==> src/rtl/uart_rx_deframer.sv <==
// 8N1 UART receive deframer: synchronises the serial line, validates the start bit
// at mid-bit, samples data/stop at bit centres and presents bytes behind valid/ack.
module uart_rx_deframer #(
  parameter int CLKS_PER_BIT = 16
) (
  input  logic       clk,
  input  logic       reset,
  input  logic       rx,
  input  logic       rx_ack,
  output logic [7:0] rx_data,
  output logic       rx_valid,
  output logic       frame_err,
  output logic       overrun,
  output logic       busy
);

  localparam int H     = CLKS_PER_BIT / 2;
  localparam int CNT_W = $clog2(CLKS_PER_BIT);
  localparam logic [CNT_W-1:0] CNT_HALF = CNT_W'(H - 1);
  localparam logic [CNT_W-1:0] CNT_FULL = CNT_W'(CLKS_PER_BIT - 1);

  typedef enum logic [2:0] {
    S_IDLE,
    S_START,
    S_DATA,
    S_STOP,
    S_WAIT_HIGH
  } state_t;

  state_t           r_state;
  state_t           w_state_nxt;
  logic             r_rx_p0;
  logic             r_rx_p1;
  logic             w_rx_s;
  logic [CNT_W-1:0] r_cnt;
  logic [2:0]       r_idx;
  logic [7:0]       r_shift;
  logic [7:0]       r_data;
  logic             r_valid;
  logic             r_ferr;
  logic             r_over;
  logic             w_cnt_clr;
  logic             w_shift_en;
  logic             w_deliver;
  logic             w_accept;

  assign w_rx_s    = r_rx_p1;
  assign w_accept  = !r_valid || rx_ack;
  assign rx_data   = r_data;
  assign rx_valid  = r_valid;
  assign frame_err = r_ferr;
  assign overrun   = r_over;
  assign busy      = (r_state != S_IDLE);

  // Two-flop synchroniser; idles high so reset never looks like a start bit
  always_ff @(posedge clk or posedge reset) begin
    if (reset) begin
      r_rx_p0 <= 1'b1;
      r_rx_p1 <= 1'b1;
    end else begin
      r_rx_p0 <= rx;
      r_rx_p1 <= r_rx_p0;
    end
  end

  always_ff @(posedge clk or posedge reset) begin
    if (reset) begin
      r_state <= S_IDLE;
    end else begin
      r_state <= w_state_nxt;
    end
  end

  always_comb begin
    w_state_nxt = r_state;
    w_cnt_clr   = 1'b0;
    w_shift_en  = 1'b0;
    w_deliver   = 1'b0;
    case (r_state)
      S_IDLE: begin
        if (!w_rx_s) begin
          w_state_nxt = S_START;
          w_cnt_clr   = 1'b1;
        end
      end
      S_START: begin
        if (r_cnt == CNT_HALF) begin
          w_cnt_clr   = 1'b1;
          w_state_nxt = w_rx_s ? S_IDLE : S_DATA;
        end
      end
      S_DATA: begin
        if (r_cnt == CNT_FULL) begin
          w_cnt_clr  = 1'b1;
          w_shift_en = 1'b1;
          if (r_idx == 3'd7) begin
            w_state_nxt = S_STOP;
          end
        end
      end
      S_STOP: begin
        if (r_cnt == CNT_FULL) begin
          w_cnt_clr   = 1'b1;
          w_deliver   = 1'b1;
          w_state_nxt = w_rx_s ? S_IDLE : S_WAIT_HIGH;
        end
      end
      S_WAIT_HIGH: begin
        if (w_rx_s) begin
          w_state_nxt = S_IDLE;
        end
      end
      default: w_state_nxt = S_IDLE;
    endcase
  end

  // Bit timing and LSB-first shift register
  always_ff @(posedge clk or posedge reset) begin
    if (reset) begin
      r_cnt   <= '0;
      r_idx   <= 3'd0;
      r_shift <= 8'h00;
    end else begin
      if (w_cnt_clr || r_state == S_IDLE) begin
        r_cnt <= '0;
      end else begin
        r_cnt <= r_cnt + 1'b1;
      end
      if (r_state == S_IDLE) begin
        r_idx <= 3'd0;
      end else if (w_shift_en) begin
        r_idx <= r_idx + 3'd1;
      end
      if (w_shift_en) begin
        r_shift <= {w_rx_s, r_shift[7:1]};
      end
    end
  end

  // Host handshake: a delivery in the ack cycle replaces the consumed byte
  always_ff @(posedge clk or posedge reset) begin
    if (reset) begin
      r_data  <= 8'h00;
      r_valid <= 1'b0;
      r_ferr  <= 1'b0;
      r_over  <= 1'b0;
    end else if (w_deliver) begin
      if (w_accept) begin
        r_data  <= r_shift;
        r_ferr  <= ~w_rx_s;
        r_valid <= 1'b1;
        if (rx_ack && r_valid) begin
          r_over <= 1'b0;
        end
      end else begin
        r_over <= 1'b1;
      end
    end else if (rx_ack && r_valid) begin
      r_valid <= 1'b0;
      r_over  <= 1'b0;
    end
  end

endmodule

==> config.mk <==
export PLATFORM = sky130hd
export DESIGN_NAME = uart_rx_deframer
export DESIGN_NICKNAME = d
export VERILOG_FILES = /design/src/rtl/uart_rx_deframer.sv
export SDC_FILE = /design/constraint.sdc
export NUM_CORES = 1
export LEC_CHECK = 0
export BUFFER_PORTS_ARGS = -buffer_cell sky130_fd_sc_hd__buf_2
export CAP_MARGIN = 20
export CORE_MARGIN = 4
export CORE_UTILIZATION = 49
export CTS_BUF_LIST = sky130_fd_sc_hd__clkbuf_8
export DETAILED_ROUTE_END_ITERATION = 8
export PLACE_DENSITY = 0.69
export SLEW_MARGIN = 10
export SYNTH_ARGS = -nofsm -noshare
export SYNTH_HDL_FRONTEND = slang
export SYNTH_SLANG_ARGS = --single-unit
==> constraint.sdc <==
create_clock -name clk -period 4.8 [get_ports clk]
set_clock_uncertainty 0.2 [all_clocks]
set_input_delay 0.24 -clock clk [delete_from_list [all_inputs] [get_ports clk]]
set_output_delay 0.24 -clock clk [all_outputs]
set_load 0.02 [all_outputs]
Yosys cells after proc, flatten, opt, wreduce, memory -nomap -nowiden:

Cells that the tools add are included.

* input port bits: 4
* output and inout bits: 12
* register bits after elaboration: 31

* add/subtract/negate cells: 2
* bitwise logic cells: 1
* equality and inequality tests: 14
* reduce and logical (&&, ||, !) cells: 12
* mux-type cells: 24

Operators by type and width (count)
* $mux 3: 9
* $pmux 3 s5: 1
* $ne 2x2->1 const B: 6
* $mux 1: 11
* $eq 3x2->1 const B: 2
* $eq 3x3->1 const B: 2
* $reduce_and 6->1: 1
* $add 4x1->4 const B: 1
* $eq 4x3->1 const B: 1
* $eq 4x4->1 const B: 1
* $mux 4: 1
* $reduce_and 2->1: 2
* $reduce_bool 2->1: 2
* $add 3x1->3 const B: 1
* $eq 3x1->1 const B: 1
* $logic_not 3->1: 1
* $pmux 1 s3: 1
* $reduce_bool 3->1: 1
* $logic_or 1x1->1: 2
* $mux 2: 1
* $ne 2x1->1 const B: 1
* $reduce_or 2->1: 1
* $logic_and 1x1->1: 1
* $logic_not 1->1: 1
* $not 1->1: 1

Longest topological paths before layout:

* word-level depth: 5
* gate-level depth with buffers: 5

Least setup slack after synthesis:

OpenSTA, ideal clock, no wires.

* path type: register -> register
* from: reg r_cnt[0]
* to: reg r_ferr (netlist: frame_err)
* slack: 3.018 ns
* data required time: 4.475 ns
* data arrival time: 1.457 ns
* cell stages (with the launch flop): 5
* library setup time: 0.125 ns
* path through: dfrtp_1 -> ha_1 -> nand2_1 -> nor3_4 -> mux2_2

* word-level cells in the longest chain between the ends: 4

RTL lines
* from (decl): RTL line 35 `logic [CNT_W-1:0] r_cnt;`
* from (signal assigned): RTL line 127 `r_cnt <= r_cnt + 1'b1;`
* $eq 4x4->1: RTL line 102 `if (r_cnt == CNT_FULL) begin`
* $mux 1: RTL line 102
* $mux 1: RTL line 79 `case (r_state)`
* $reduce_and 2->1 (no line)
* to (signal assigned): RTL line 150 `r_ferr <= ~w_rx_s;`
* to (decl): RTL line 40 `logic r_ferr;`

Every way passes these cells.
A chain may end at the register's enable or synchronous reset.

Worst setup path in the final report:

* from: reg r_cnt[0]
* to: reg r_data[7] (netlist: rx_data[7])

* word-level cells in the longest chain between the ends: 4

RTL lines
* $eq 4x4->1: RTL line 102
* $mux 1: RTL line 102
* $mux 1: RTL line 79
* $reduce_and 2->1 (no line)
* to (signal assigned): RTL line 149 `r_data <= r_shift;`
* to (decl): RTL line 38 `logic [7:0] r_data;`

Every way passes these cells.

==> impl_metrics.ini <==
[cells_and_area]
regArea_um2 = 778
drive_above_1_share_pct = 37.5
layout.nets = 126
nFillCells = 182
multi_input_area_um2 = 485
instances_no_fill = 150
diodes = 0
synthToLayoutAreaGrowth_pct = 19.0

[clock_network]
cts_inserted_buffers = 5
clk_latency_ns = 0.28
post_cts_buffers = 0
cts_tree = done
htreeDepth = 2
clockBufferDepth = 2
path_clk_slew_ns = 0.06
ctsResizeCount = 0
cts-root-buf = clkbuf_8
cts_sinks = 31

[worst_setup_path]
critPathArrivalTime_ns = 1.95
slowest_delay_ns = 0.49
r2r_cells = 4
startpoint = r_cnt[0]$_DFF_PP0_
path_cells = ha_1, nand2_1, nor3_4, mux2_2
r2r_setup_slack_ns = 2.81
cp_slowest_cell = nor3_4
startpoint_type = register
critPathTopFamily = simple AND/OR/NAND/NOR gates
r2r_start = r_cnt[0]$_DFF_PP0_
path_buf_inv = 0
cp_max_fo = 9
reg2reg_to = rx_data[7]$_DFFE_PP0P_
worst-setup-path-type = reg2reg
crit_required_ns = 4.76
endpoint_kind = register

[global_route]
grt_antenna_before_repair = 0
grt_util_all_layers_pct = 13.7
grt_overflow = 0
grt_first_pass_wirelength_mm = 3.48
grt_pass1_vias = 791
grt_max_degree = 32

[flow_run]
drv_cap = 0

[timing]
rsz0062_at_grt = no
layout_setup_ws_ns = 2.81
slew_headroom_pct = 65.5
min_period_over_period_pct = 41.4
hold_violations = 0
clock.fmax_mhz = 503
worst_pin_slew_ns = 0.516
tns_ns = 0
maxSlewViolCount = 0
setup_violations = 0
fin_crit_ns = 1.99

[logic_synthesis]
syn_nets = 102
synthesis.area_um2 = 1290
syn_area_per_cell_um2 = 13.6
synth_cells = 95
ys_seq_elements = 31
ys_seq_area_share_pct = 60.2
ys_types = 26
yosysWarnings = 0

[worst_hold_path]
hp-class = reg2reg
hp-start = r_rx_p0$_DFF_PP1_
whs_endpoint = r_rx_p1$_DFF_PP1_
holdPathStages = 0

[detailed_routing]
drtIter0Drc = 34
ant_nets = 0
wl_met1_um = 954
num_vias = 800
wirelength_mm = 2.04
remaining_drc_errors = 0
wl_per_cell_um = 13.6
drtPass1Iterations = 4
dr.max_layer_used = met4
dr_wl_met2_um = 929
route.met3.wl_um = 109
vias_per_cell = 5.33

[floorplanning]
core_um2 = 2500
dieArea_um2 = 3530
die_x_um = 59.4
io_pins = 16
start_util_pct = 51.8
rows = 18
die_h_um = 59.4

[power]
p_leak_nw = 0.799
netSwitchingPower_uw = 203
powerDensity_nw_per_um2 = 461
max-vdd-ir-drop_v = 0.000295
p_int_uw = 507
power_frac_comb_pct = 18.1
sw_frac_of_total_pct = 28.6
pwr-share-seq_pct = 48.1
clock_power_share_pct = 33.8

[place]
place_inst = 139
place_ws_ns = 2.81
port_buffers = 15
place.gp.congestion = 0.839
dp_hpwl_mm = 1.36

[run_status]
status = complete, no violations
==> synthesized netlist by cell type <==
cell type	count	area [um^2]
dfrtp_1	29	726
mux2_2	17	191
nor2_1	8	30.0
inv_1	5	18.8
nand2_1	5	18.8
ha_1	3	37.5
mux2i_1	3	30.0
dfstp_2	2	52.6
nand3_1	2	10.0
nor2b_1	2	12.5
nor3_1	2	10.0
o21a_1	2	15.0
xor2_1	2	17.5
a211oi_1	1	7.51
a2bb2oi_1	1	8.76
a41oi_1	1	8.76
and4_2	1	10.0
buf_4	1	7.51
clkbuf_1	1	3.75
nand4b_4	1	23.8
nor3_4	1	16.3
nor3b_1	1	7.51
o22ai_1	1	6.26
o31ai_1	1	7.51
or3_2	1	7.51
xnor2_1	1	8.76
==> worst max path at each step <==
stage,to,depth (start not counted),slack [ns]
floorplan,frame_err$_DFFE_PP0P_,4,3.02
global placement,rx_data[4]$_DFFE_PP0P_,4,2.84
detailed placement,rx_data[7]$_DFFE_PP0P_,4,2.81
CTS,rx_data[7]$_DFFE_PP0P_,4,2.80
global route,rx_data[5]$_DFFE_PP0P_,4,2.67
finish,rx_data[7]$_DFFE_PP0P_,4,2.81
==> final cells by class <==
class                   instances  share of cell area (%)
inverters                       5                    1.22
clock buffers                   5                    4.47
repair buffers                 19                    7.32
multi-input cells              57                    31.5
flip-flops and latches         31                    50.6
well taps                      30                    2.44
clock inverters                 3                    2.44
==> worst reg2reg max path: cells and delay by family, from the launching register on <==
kind / cells / cell delay, ns
fa+ha+maj: 1 / 0.24
flops: 1 / 0.36
mux: 1 / 0.39
simple gates: 2 / 0.68
==> routing by layer <==
metal	track usage, %	up-vias
li1	-	378
met2	20.6	23
met4	7.77	0
met5	0	-
met1	16.7	393
met3	5.23	6
==> cells in the final DEF, fill, tap and decap left out <==
master	netlist	layout
a211oi_1	1	1
a2bb2oi_1	1	1
a41oi_1	1	1
and4_2	1	1
buf_2	0	15
buf_4	1	1
bufinv_16	0	1
clkbuf_8	0	5
dfrtp_1	29	29
dfstp_2	2	2
dlygate4sd3_1	0	3
ha_1	3	3
inv_1	5	7
mux2_2	17	17
mux2i_1	3	3
nand2_1	5	5
nand3_1	2	2
nand4b_4	1	1
nor2_1	8	8
nor2b_1	2	2
nor3_1	2	2
nor3_4	1	1
nor3b_1	1	1
o21a_1	2	2
o22ai_1	1	1
o31ai_1	1	1
or3_2	1	1
xnor2_1	1	1
xor2_1	2	2
==> kinds of logic (layout without fill, tap and decap cells) <==
group           count (synthesis)  in the layout  synth area share, %
compound gates                  7              7                 4.16
xor+xnor                        3              3                 2.03
fa+ha+maj                       3              3                 2.90
buf+inv                         7             32                 2.32
flops                          31             31                 60.2
mux                            20             20                 17.1
simple gates                   24             24                 11.3
==> state kept, by name (all words and copies together) (netlist names), 3 cells and up <==
register and count:
r_cnt 4, r_idx 3, r_shift 8, r_state 3, rx_data 8
==> power groups by stage <==
stage          Combinational, mW  Sequential, mW  Clock [mW]
2_1_floorplan             0.0957           0.343           0
3_3_place_gp               0.123           0.343           0
3_5_place_dp               0.127           0.346           0
4_1_cts                    0.131           0.342       0.246
5_1_grt                    0.145           0.348       0.257
6_report                   0.129           0.341       0.240
==> timing repair <==
action / 4_1_cts / 5_1_grt
hold endpoints to repair: 32 / 0
endpoints found under the setup margin: 0 / 0
hold buffers: 3 / 0
==> stage by stage <==
stage               hold slack (ns)  util [%]  total power [mW]  area [um^2]
finish                        0.150      61.6             0.710         1540
floorplan                    0.0445         -             0.439         1290
detailed placement            0.138      56.1             0.473         1400
global placement              0.127      56.1             0.466         1400
CTS                           0.156      61.6             0.719         1540
global route                  0.161      61.6             0.750         1540
Note: power is estimated with default switching activity, not from simulation.
